$ cat src/rtl/boot_pkg.sv
// Shared types and constants for the instruction-memory boot loader.
package boot_pkg;

  localparam int unsigned CNT_W  = 16;
  localparam int unsigned BYTE_W = 8;
  localparam logic [BYTE_W-1:0] SYNC_BYTE_DEF = 8'hA5;

  typedef enum logic [2:0] {
    ST_SYNC   = 3'd0,
    ST_CNT_HI = 3'd1,
    ST_CNT_LO = 3'd2,
    ST_D_HI   = 3'd3,
    ST_D_LO   = 3'd4,
    ST_CSUM   = 3'd5,
    ST_DONE   = 3'd6,
    ST_ERR    = 3'd7
  } state_e;

  // One instruction word as it is written to memory, big-endian byte order.
  typedef struct packed {
    logic [BYTE_W-1:0] hi;
    logic [BYTE_W-1:0] lo;
  } word_t;

endpackage

$ cat src/rtl/byte_pair_packer.sv
// Packs hi/lo byte pairs into words, keeps the running XOR and issues the
// one-cycle registered memory write.
module byte_pair_packer
  import boot_pkg::*;
#(
  parameter int unsigned ADDR_W = 16
) (
  input  logic              clk,
  input  logic              rst,
  input  logic              clr,
  input  logic              hi_en,
  input  logic              lo_en,
  input  logic [7:0]        byte_in,
  input  logic [ADDR_W-1:0] addr,
  output logic              wr_en,
  output logic [ADDR_W-1:0] wr_addr,
  output word_t             wr_data,
  output logic [7:0]        xor_acc
);

  logic [7:0] hi_q;

  always_ff @(posedge clk) begin
    if (!rst) begin
      hi_q    <= '0;
      xor_acc <= '0;
      wr_en   <= 1'b0;
      wr_addr <= '0;
      wr_data <= '0;
    end else begin
      wr_en <= lo_en;
      if (clr) begin
        xor_acc <= '0;
      end else if (hi_en || lo_en) begin
        xor_acc <= xor_acc ^ byte_in;
      end
      if (hi_en) begin
        hi_q <= byte_in;
      end
      // Address and data only move with the strobe, so they hold between writes.
      if (lo_en) begin
        wr_addr    <= addr;
        wr_data.hi <= hi_q;
        wr_data.lo <= byte_in;
      end
    end
  end

endmodule

$ cat src/rtl/imem_boot_loader.sv
// Framed byte-stream loader: parses SYNC/count/words/checksum, writes
// instruction memory and releases the core only after a good checksum.
module imem_boot_loader
  import boot_pkg::*;
#(
  parameter int unsigned       ADDR_W    = 16,
  parameter int unsigned       MAX_WORDS = 256,
  parameter logic [ADDR_W-1:0] BASE_ADDR = '0,
  parameter logic [7:0]        SYNC_BYTE = SYNC_BYTE_DEF
) (
  input  logic              clk,
  input  logic              rst,
  input  logic              rx_valid,
  input  logic [7:0]        rx_data,
  output logic              rx_ready,
  output logic              im_wr_en,
  output logic [ADDR_W-1:0] im_wr_addr,
  output logic [15:0]       im_wr_data,
  output logic              core_rst,
  output logic              done,
  output logic              error,
  output logic [CNT_W-1:0]  words_loaded
);

  state_e           state_q, state_d;
  logic [CNT_W-1:0] cnt_q, cnt_d;
  logic [CNT_W-1:0] wl_d;
  logic             accept;
  logic             clr, hi_en, lo_en;
  logic             rx_ready_d, done_d, error_d;
  logic [7:0]       xor_acc;
  word_t            wr_word;
  logic [ADDR_W-1:0] wr_addr_next;

  assign accept       = rx_valid && rx_ready;
  assign wr_addr_next = BASE_ADDR + ADDR_W'(words_loaded);
  assign im_wr_data   = wr_word;

  // State, counters and registered status outputs.
  always_ff @(posedge clk) begin
    if (!rst) begin
      state_q      <= ST_SYNC;
      cnt_q        <= '0;
      words_loaded <= '0;
      rx_ready     <= 1'b1;
      done         <= 1'b0;
      error        <= 1'b0;
      core_rst     <= 1'b0;
    end else begin
      state_q      <= state_d;
      cnt_q        <= cnt_d;
      words_loaded <= wl_d;
      rx_ready     <= rx_ready_d;
      done         <= done_d;
      error        <= error_d;
      core_rst     <= done_d;
    end
  end

  // Next-state and control decode; nothing moves unless a byte is accepted.
  always_comb begin
    state_d = state_q;
    cnt_d   = cnt_q;
    wl_d    = words_loaded;
    clr     = 1'b0;
    hi_en   = 1'b0;
    lo_en   = 1'b0;
    if (accept) begin
      case (state_q)
        ST_SYNC: begin
          if (rx_data == SYNC_BYTE) begin
            state_d = ST_CNT_HI;
            clr     = 1'b1;
            wl_d    = '0;
          end
        end
        ST_CNT_HI: begin
          cnt_d   = {rx_data, cnt_q[7:0]};
          state_d = ST_CNT_LO;
        end
        ST_CNT_LO: begin
          cnt_d = {cnt_q[CNT_W-1:8], rx_data};
          if ((cnt_d == '0) || ({1'b0, cnt_d} > (CNT_W+1)'(MAX_WORDS))) begin
            state_d = ST_ERR;
          end else begin
            state_d = ST_D_HI;
          end
        end
        ST_D_HI: begin
          hi_en   = 1'b1;
          state_d = ST_D_LO;
        end
        ST_D_LO: begin
          lo_en   = 1'b1;
          wl_d    = words_loaded + CNT_W'(1);
          state_d = (wl_d == cnt_q) ? ST_CSUM : ST_D_HI;
        end
        ST_CSUM: begin
          state_d = (rx_data == xor_acc) ? ST_DONE : ST_ERR;
        end
        default: begin
          state_d = state_q;
        end
      endcase
    end
    rx_ready_d = !(state_d inside {ST_DONE, ST_ERR});
    done_d     = (state_d == ST_DONE);
    error_d    = (state_d == ST_ERR);
  end

  byte_pair_packer #(
    .ADDR_W(ADDR_W)
  ) u_packer (
    .clk     (clk),
    .rst     (rst),
    .clr     (clr),
    .hi_en   (hi_en),
    .lo_en   (lo_en),
    .byte_in (rx_data),
    .addr    (wr_addr_next),
    .wr_en   (im_wr_en),
    .wr_addr (im_wr_addr),
    .wr_data (wr_word),
    .xor_acc (xor_acc)
  );

endmodule

$ cat config.mk
export PLATFORM = sky130hd
export DESIGN_NAME = imem_boot_loader
export DESIGN_NICKNAME = d
export VERILOG_FILES = /design/src/rtl/boot_pkg.sv /design/src/rtl/byte_pair_packer.sv /design/src/rtl/imem_boot_loader.sv
export SDC_FILE = /design/constraint.sdc
export NUM_CORES = 1
export LEC_CHECK = 0
export ABC_AREA = 1
export CAP_MARGIN = 20
export CORE_ASPECT_RATIO = 2
export CORE_UTILIZATION = 48
export DETAILED_ROUTE_END_ITERATION = 6
export GPL_TIMING_DRIVEN = 0
export PLACE_DENSITY = 0.73
export RECOVER_POWER = 25
export SYNTH_ARGS = -nofsm -noshare
export SYNTH_HDL_FRONTEND = slang
export SYNTH_SLANG_ARGS = --single-unit
$ cat constraint.sdc
create_clock -name clk -period 2.6 [get_ports clk]
set_input_delay 0.78 -clock clk [delete_from_list [all_inputs] [get_ports clk]]
set_output_delay 0.78 -clock clk [all_outputs]
set_load 0.1 [all_outputs]
==> After elaboration in Yosys (flattened, before gate mapping) <==
Index checks and enable logic that the tools add are counted.
{ "word_totals": {"register_bits": 87, "input_bits": 11, "out_inout_bits": 53, "word_cells": 58} }
{ "op_classes": {"addsub": 1, "magnitude_cmp": 1, "n_eq_ne": 11, "n_mux": 16, "n_bitwise": 4, "reduce_logical": 12} }
{ "op_table": {"columns": ["operator", "n"], "rows": [
  ["16-bit case mux with 2 select lines", 2],
  ["3-bit case mux with 6 select lines", 1],
  ["16-bit by 1-bit adder with 16-bit output, second input constant", 1],
  ["16-bit == test", 1],
  ["16-bit by 9-bit greater-than comparator with 1-bit output, second input constant", 1],
  ["16-bit logical NOT", 1],
  ["16-bit two-way mux", 1],
  ["3-bit == test, second input constant", 4],
  ["3-bit two-way mux", 4],
  ["3-bit AND reduction", 3],
  ["8-bit == test", 1],
  ["8-bit == test, second input constant", 1],
  ["1-bit two-way mux", 8],
  ["8-bit XOR", 1],
  ["3-bit by 2-bit == test with 1-bit output, second input constant", 2],
  ["2-bit nonzero test", 2],
  ["3-bit by 1-bit == test with 1-bit output, second input constant", 1],
  ["3-bit logical NOT", 1],
  ["1-bit inverter", 3],
  ["1-bit logical OR", 2],
  ["2-bit inequality test, second input constant", 1],
  ["2-bit OR reduction", 1],
  ["1-bit logical AND", 1],
  ["1-bit logical NOT", 1]
]} }

==> Depth between registers and ports, before layout <==
Gate-level depths: netlist of run 1.
{ "depth": {"depth_word": 8, "mapped_depth": 16, "ltp_nobuf": 16} }

==> By module <==
A second synthesis of run 1 with hierarchy kept.
{ "unflattened": {"cells_unflattened": 587, "hier_area_um2": 4116.4} }
{ "modules_own_cells": {"columns": ["mod", "instances", "cells_per_inst", "area_per_inst_um2", "seq_area_each_um2"], "rows": [
  ["imem_boot_loader", 1, 362, 2331.0, 760.7],
  ["byte_pair_packer", 1, 225, 1785.5, 980.9]
]} }

==> Least setup slack after synthesis of run 1 <==
No wires, ideal clock.
{ "synth_timing": {"path_kind": "reg2reg", "start": "reg words_loaded[0]", "end": "reg error", "setup_time_ns": 0.125, "t_arrival_ns": 2.502, "required_time_ns": 2.475, "slack_ns": -0.027, "stages_incl_launch_ff": 15, "path_buffers": 0, "synth_period_minus_slack_ns": 2.627, "cell_sequence": "dfxtp_1 > ha_1 > nand2_2 > nor2_4 > nand2_1 > nand3b_1 > nand2_1 > nor2_1 > nand3_1 > nor2_1 > nand3_1 > nand2_1 > nand2_1 > nand2_1 > nor3_1"} }
{ "synth_between": {"elab_chain_cells": 6} }
{ "synth_lines": {"columns": ["element", "line_no", "text"], "rows": [
  ["start, declared", "imem_boot_loader.sv:22", "output logic [CNT_W-1:0] words_loaded"],
  ["start signal, assigned", "imem_boot_loader.sv:52", "words_loaded <= wl_d;"],
  ["16-bit by 1-bit adder with 16-bit output", "imem_boot_loader.sv:95", "wl_d = words_loaded + CNT_W'(1);"],
  ["16-bit == test", "imem_boot_loader.sv:96", "state_d = (wl_d == cnt_q) ? ST_CSUM : ST_D_HI;"],
  ["3-bit two-way mux", "imem_boot_loader.sv:96", null],
  ["3-bit case mux with 6 select lines", "imem_boot_loader.sv:69", "case (state_q)"],
  ["3-bit two-way mux", "imem_boot_loader.sv:68", "if (accept) begin"],
  ["3-bit == test", "imem_boot_loader.sv:108", "error_d = (state_d == ST_ERR);"],
  ["end signal, assigned", "imem_boot_loader.sv:55", "error <= error_d;"],
  ["end, declared", "imem_boot_loader.sv:21", "output logic error,"]
]} }
No other way between the ends.
A chain may end at the register's enable or synchronous reset.

==> Final worst setup path of run 1 <==
{ "layout_timing": {"start": "reg error", "end": "out error"} }
No word-level cell between the ends.

==> run metrics, run 1 <==
H-tree levels=3; Worst-path clk slew=60 ps; area leader, netlist=dfxtp_1; biggest cell delay along the critical path=1140 ps; Worst Reg-to-Reg Cells=13; Worst setup SP type=flop; Clock Tree Root=clkbuf_16; Final setup viols=0; Finished Cell Area=5149 sq um; yosys synthesis warning count=0; clock sink total=between 80 and 90; # diodes=0; Final Net Count=roughly 670; r2r startpoint=words_loaded[0]; slowest cell on the critical path=clkdlybuf4s50_1; Synth Area in Compound Gates=around 17%; maxcap violations=0; Fillers=just under 800; Achievable Freq=0.3886 GHz; Detailed Routing Iterations Pass 1=5; Post-synth EDFFs=0; final WL=12.10 mm; buffers plus inverters on the worst setup path=1; Post-Place Cell Area=4826 sq um; Register Area=1744 sq um; ys async rst share=0%; r2r endpoint=error; crit path DAT=1790 ps; grt ovf=0; Power Dens Cells=about 570 nW/um^2; Util after Layout=between 60% and 70%; P&R area growth vs syn=26.50%; WP depth=1; post-synthesis cell area=between 4000 and 5000 sq um; Top delay family on crit path=buffers and inverters; Post-CTS Setup Repair Bufs=0; multi-input combinational cell area=2039 sq um; Post-synth top flop=dfxtp_1; layout cell share with drive strength beyond 1=7.078%; Die W=67.12 microns; worst hold path type=flop to flop; Iter 0 DRT Violations=roughly 360; met1 Use GR=29.43%; Worst EP required=1820 ps; Via density=5.459; post-synthesis mux area share=0%; RSZ-0062 raised after global routing=no; synth unique cells=29; HP Start=u_packer.wr_addr[0]; HPWL after DPL=approximately 9.2 mm; IO Count=64; largest net degree at the start of global routing=17; reg2reg setup slack=between 200 and 300 ps; Worst Tran Pin Value=around 980 ps; simple-gate share of the synthesized area=30.37%; post-route ant nets=0; Setup TNS Final=0 ps; CTS Buf Count=9; PortBufs=63; vias in the first global route=4025; Final min period=2574 ps; gr usage total=28.43%; CP Capture Type=output port; register area share after synthesis=a little over two fifths; via count=4160; placeable core area=between 8000 and 9000 sq um; Max clock buf depth=2; gr busiest metal=met2; XOR/XNOR Fraction of Synth Area=2.367%; leak pwr=0.002645 uW; hold path depth=2; Syn Inst Count=585; status=finished, final reports clean; Mapped Avg Cell Area=6.958 sq um; syn nets=597; final hold vios=0; num rows=47; Critical Path Fanout Max=1; largest family of logic cells by synthesized area=simple AND/OR/NAND/NOR gates; GPL Wtd Cong=0.9209; final max-slew violation count=0; slew margin rel.=34.27%; routed len/inst=15.88 microns; worst hold endpoint=u_packer.wr_addr[0]; met2 Track Usage GR=50.00%; Residual DRC=0; Initial Util=between 40% and 50%; initial antenna violation count=0; first-pass GRT wire length=18.90 mm; critical path type=flop to output port; share of the synthesized area in the top cell type=between 40% and 50%; maximum VDD drop=0.5623 mV; Worst Skew=approximately 4.1 ps; Adder-Cell Fraction of Synth Area=less than 1%; Final Cycle Share=98.98%; Die ar.=~8900 sq um; top cells by area, synth=dfxtp_1 (43%), nand2_1 (11%), o21ai_0 (8.4%); Die Ht=132.2 microns; GR Util met3=~5.3%; Clock Latency Late Sink=between 300 and 400 ps; flops & latches, synth=87; critical-path cell list=clkdlybuf4s50_1; CTS tree=built
[placed cells by master, fill, tap and decap left out, types with 7 or more instances in the layout]
cell type | synthesis | final
nand4_1 | 10 | 10
clkbuf_16 | 0 | 9
xor2_1 | 9 | 9
o21ai_0 | 68 | 68
dlygate4sd2_1 | 0 | 26
dfxtp_1 | 87 | 85
nor2_1 | 65 | 65
inv_1 | 53 | 53
clkdlybuf4s50_1 | 0 | 12
dlymetal6s2s_1 | 0 | 25
nand3_1 | 47 | 47
clkbuf_1 | 17 | 17
nand2_1 | 117 | 117
nand2_2 | 7 | 7
a21oi_1 | 60 | 60
[repair_timing]
| action | 4_1_cts | 5_1_grt |
|---|---|---|
| resized for setup | 26 | 27 |
| endpoints found under the setup margin | 26 | 34 |
| pin swaps | 0 | 0 |
| hold buffers | 0 | 0 |
[cells by family (layout without fill, tap and decap cells)]
| kind of cell | Yosys count | in the layout |
|---|---|---|
| and+or+nand+nor | 274 | 274 |
| AOI/OAI and AO/OA | 134 | 134 |
| DFF | 87 | 87 |
| buffers and inverters | 78 | 157 |
| xor gates and xnor gates | 11 | 11 |
| adders and majority gates | 1 | 1 |
[power by group]
| group | total, uW | internal (uW) | switching [uW] |
|---|---|---|---|
| sequential | 1390 | 1360 | 24.6 |
| combinational | 306 | 87.0 | 219 |
| clock | 1240 | 658 | 578 |
| total | 2930 | 2110 | 822 |
[state kept, by name, summed over array words and instances (netlist names)]
| name | cells |
|---|---|
| cnt_q | 16 |
| done | 1 |
| error | 1 |
| rx_ready | 1 |
| state_q | 3 |
| u_packer.hi_q | 8 |
| u_packer.wr_addr | 16 |
| u_packer.wr_data | 16 |
| u_packer.wr_en | 1 |
| u_packer.xor_acc | 8 |
| words_loaded | 16 |
[area by class of cell]
| class | instances | area share [%] |
|---|---|---|
| Buffer | 21 | 1.677 |
| Tap cell | 98 | 2.382 |
| Inverter | 57 | 4.156 |
| Sequential cell | 87 | 33.88 |
| Clock buffer | 9 | 4.374 |
| Timing Repair Buffer | 63 | 12.83 |
| Clock inverter | 7 | 1.094 |
| Multi-Input combinational cell | 420 | 39.61 |
[metal layers]
metal	share of wire (%)	wire length [microns]
met5	0	0
met4	4.9	592
met3	3.6	435
met2	54	6585
met1	37	4487
[Yosys cell counts (3+ instances only)]
master	count
a211oi_1	3
a21oi_1	60
buf_2	3
clkbuf_1	17
dfxtp_1	87
inv_1	53
inv_2	3
nand2_1	117
nand2_2	7
nand3_1	47
nand3b_1	5
nand4_1	10
nor2_1	65
nor2_2	5
nor2_4	5
nor3_1	6
nor4_1	3
o21ai_0	68
xor2_1	9
[stage by stage]
stage          worst slack, ps  power [uW]  hold WS, ps  instances
6_report                 26.43        2931        472.6        762
5_1_grt                  4.191        3017        493.2        762
4_1_cts                  1.045        2937        473.4        762
3_5_place_dp            -328.1        1721        466.9        746
3_3_place_gp            -257.6        1716        451.3        746
2_1_floorplan            176.8        1626        444.3        585
[worst max-delay path by stage]
stage	start	to
global route	rx_valid	u_packer.wr_data[4]
floorplan	words_loaded[3]	error
finish	error	error
global placement	rx_valid	u_packer.xor_acc[7]
detailed placement	rx_valid	u_packer.xor_acc[6]
CTS	u_packer.wr_data[8]	im_wr_data[8]
Note: power is estimated with default switching activity, not from simulation.
==> run 2, diff against run 1 <==
Settings changed: CORE_MARGIN from default to 4.
==> run metrics, run 2 (synthesis results as in run 1) <==
status=finished, final reports clean; PortBufs=63 (unchanged); Critical Path Fanout Max=1 (unchanged); buffers plus inverters on the worst setup path=1 (unchanged); post-route ant nets=0 (unchanged); part of the power in registers=48.0% (+0.6 points); most frequent cells in the layout=nand2_1 (117), dfxtp_1 (85), o21ai_0 (68); IO Count=64 (unchanged); Iter 0 DRT Violations=342 (-4.7%); biggest cell delay along the critical path=1130 ps (about the same); gr usage total=24.95% (-3.5 points); slew margin rel.=21.87% (-12 points); H-tree levels=3 (unchanged); Residual DRC=0 (unchanged); vias in the first global route=3968 (-1.4%); RSZ-0062 raised after global routing=yes; Detailed Routing Iterations Pass 1=6 (+1); clock sink total=87 (unchanged); Util after Layout=59.44% (-3.1 points); P&R area growth vs syn=21.09%; HPWL after DPL=9.456 mm (+2.6%); commonest non-fill, non-tap cell in the layout=nand2_1; pre-CTS setup slack=-320.1 ps (+7.952 ps); Final setup viols=0 (unchanged); first-pass GRT wire length=19.41 mm (+2.7%); Final Cycle Share=98.54% (-0.45 points); clock share of power=41.6% (-0.6 points); grt ovf=0 (unchanged); Clock Tree Root=clkbuf_16; maxcap violations=0 (unchanged); Achievable Freq=0.3903 GHz (+0.45%); Post-CTS Setup Repair Bufs=0 (unchanged); final max-slew violation count=0 (unchanged); Worst Tran Pin Value=1177 ps (+194.1 ps); number of hold buffers added after cts=0 (unchanged); Die W=73.12 microns (+8.9%); leak pwr=0.002144 uW (-19%); Finished Cell Area=4928 sq um (-4.3%); critical path type=flop to output port; worst hold path type=flop to flop; combinational group share of total power=10.4% (about the same); Internal=2092 uW (-0.82%); final WL=12.48 mm (+3.1%); slowest cell on the critical path=clkdlybuf4s50_1; final setup margin=38.08 ps (+11.65 ps); Die Ht=138.2 microns (+4.5%); switching power=802.3 uW (-2.3%); placeable core area=8292 sq um (+0.71%); maximum VDD drop=0.4373 mV (-22%); initial antenna violation count=0 (unchanged); Switching Share=27.72% (-0.31 points); final hold vios=0 (unchanged); routed len/inst=16.38 microns (+3.1%); Final Net Count=671 (unchanged); Power Dens Cells=587.2 nW/um^2 (+3.2%); Worst EP required=1820 ps (about the same); Max clock buf depth=2 (unchanged); CTS tree=built; Final min period=2562 ps (-11.65 ps); Top delay family on crit path=buffers and inverters; Via density=5.514 (+1.0%); power consumption=2894 uW (-1.2%); Post-Place Cell Area=4826 sq um (unchanged); Worst setup SP type=flop; hold_ws=471.7 ps (-0.8810 ps); layout cell share with drive strength beyond 1=6.928% (-0.15 points); GPL Wtd Cong=0.9386 (+1.9%); crit path DAT=1780 ps (about the same); Worst Skew=5.926 ps (+1.793 ps); CP Capture Type=output port; critical-path cell list=clkdlybuf4s50_1; Die ar.=10110 sq um (+14%); via count=4202 (+1.0%); num rows=47 (unchanged); CTS Buf Count=9 (unchanged); largest net degree at the start of global routing=16 (-1); Worst-path clk slew=70 ps (about the same); # diodes=0 (unchanged); Initial Util=49.09% (-0.35 points); Clock Latency Late Sink=340 ps (about the same)
-- run 2: worst paths after layout --
kind	start	to	slack [ps]	depth (start not counted)
setup / recovery	error	error	40	1
hold / removal	u_packer.wr_addr[0]	u_packer.wr_addr[0]	470	2
setup reg to reg	words_loaded[0]	error	230	13
hold reg to reg	u_packer.wr_addr[0]	u_packer.wr_addr[0]	470	2
-- run 2: per-layer routing --
| layer | wire length [microns] | track usage, % | up-vias | share of wire (%) |
|---|---|---|---|---|
| li1 | - | - | 2078 | - |
| met1 | 4559 | 26.43 | 1927 | 37 |
| met2 | 6624 | 44.50 | 161 | 53 |
| met3 | 724 | 5.233 | 36 | 5.8 |
| met4 | 571 | 12.55 | 0 | 4.6 |
| met5 | 0 | 0 | - | 0 |
-- run 2: area by class of cell --
type,count,area (sq um)
buffer,21,86.33
multi-input combinational,420,2034
inverter,57,214.0
sequential,87,1744
fill,827,3363
tap,98,122.6
clock buffer,9,225.2
clock inverter,7,50.05
timing repair buffer,63,451.7
-- run 2: per-stage QoR --
step	cells	TNS, ps
finish	762	0
global route	762	-42.70
CTS	762	0
detailed placement	746	-7398
global placement	746	-6861
floorplan	585	0
-- run 2: repair_timing --
action / 4_1_cts / 5_1_grt
gates cloned: 0 / 0
hold endpoints to repair: 0 / 0
endpoints found under the setup margin: 28 / 31
gates resized for setup: 28 / 26
-- run 2: power groups by stage --
stage	Clock, uW	Sequential, uW	Combinational, uW
floorplan	0	1480	147
global placement	0	1420	303
detailed placement	0	1420	306
CTS	1220	1390	305
global route	1260	1390	330
finish	1200	1390	302
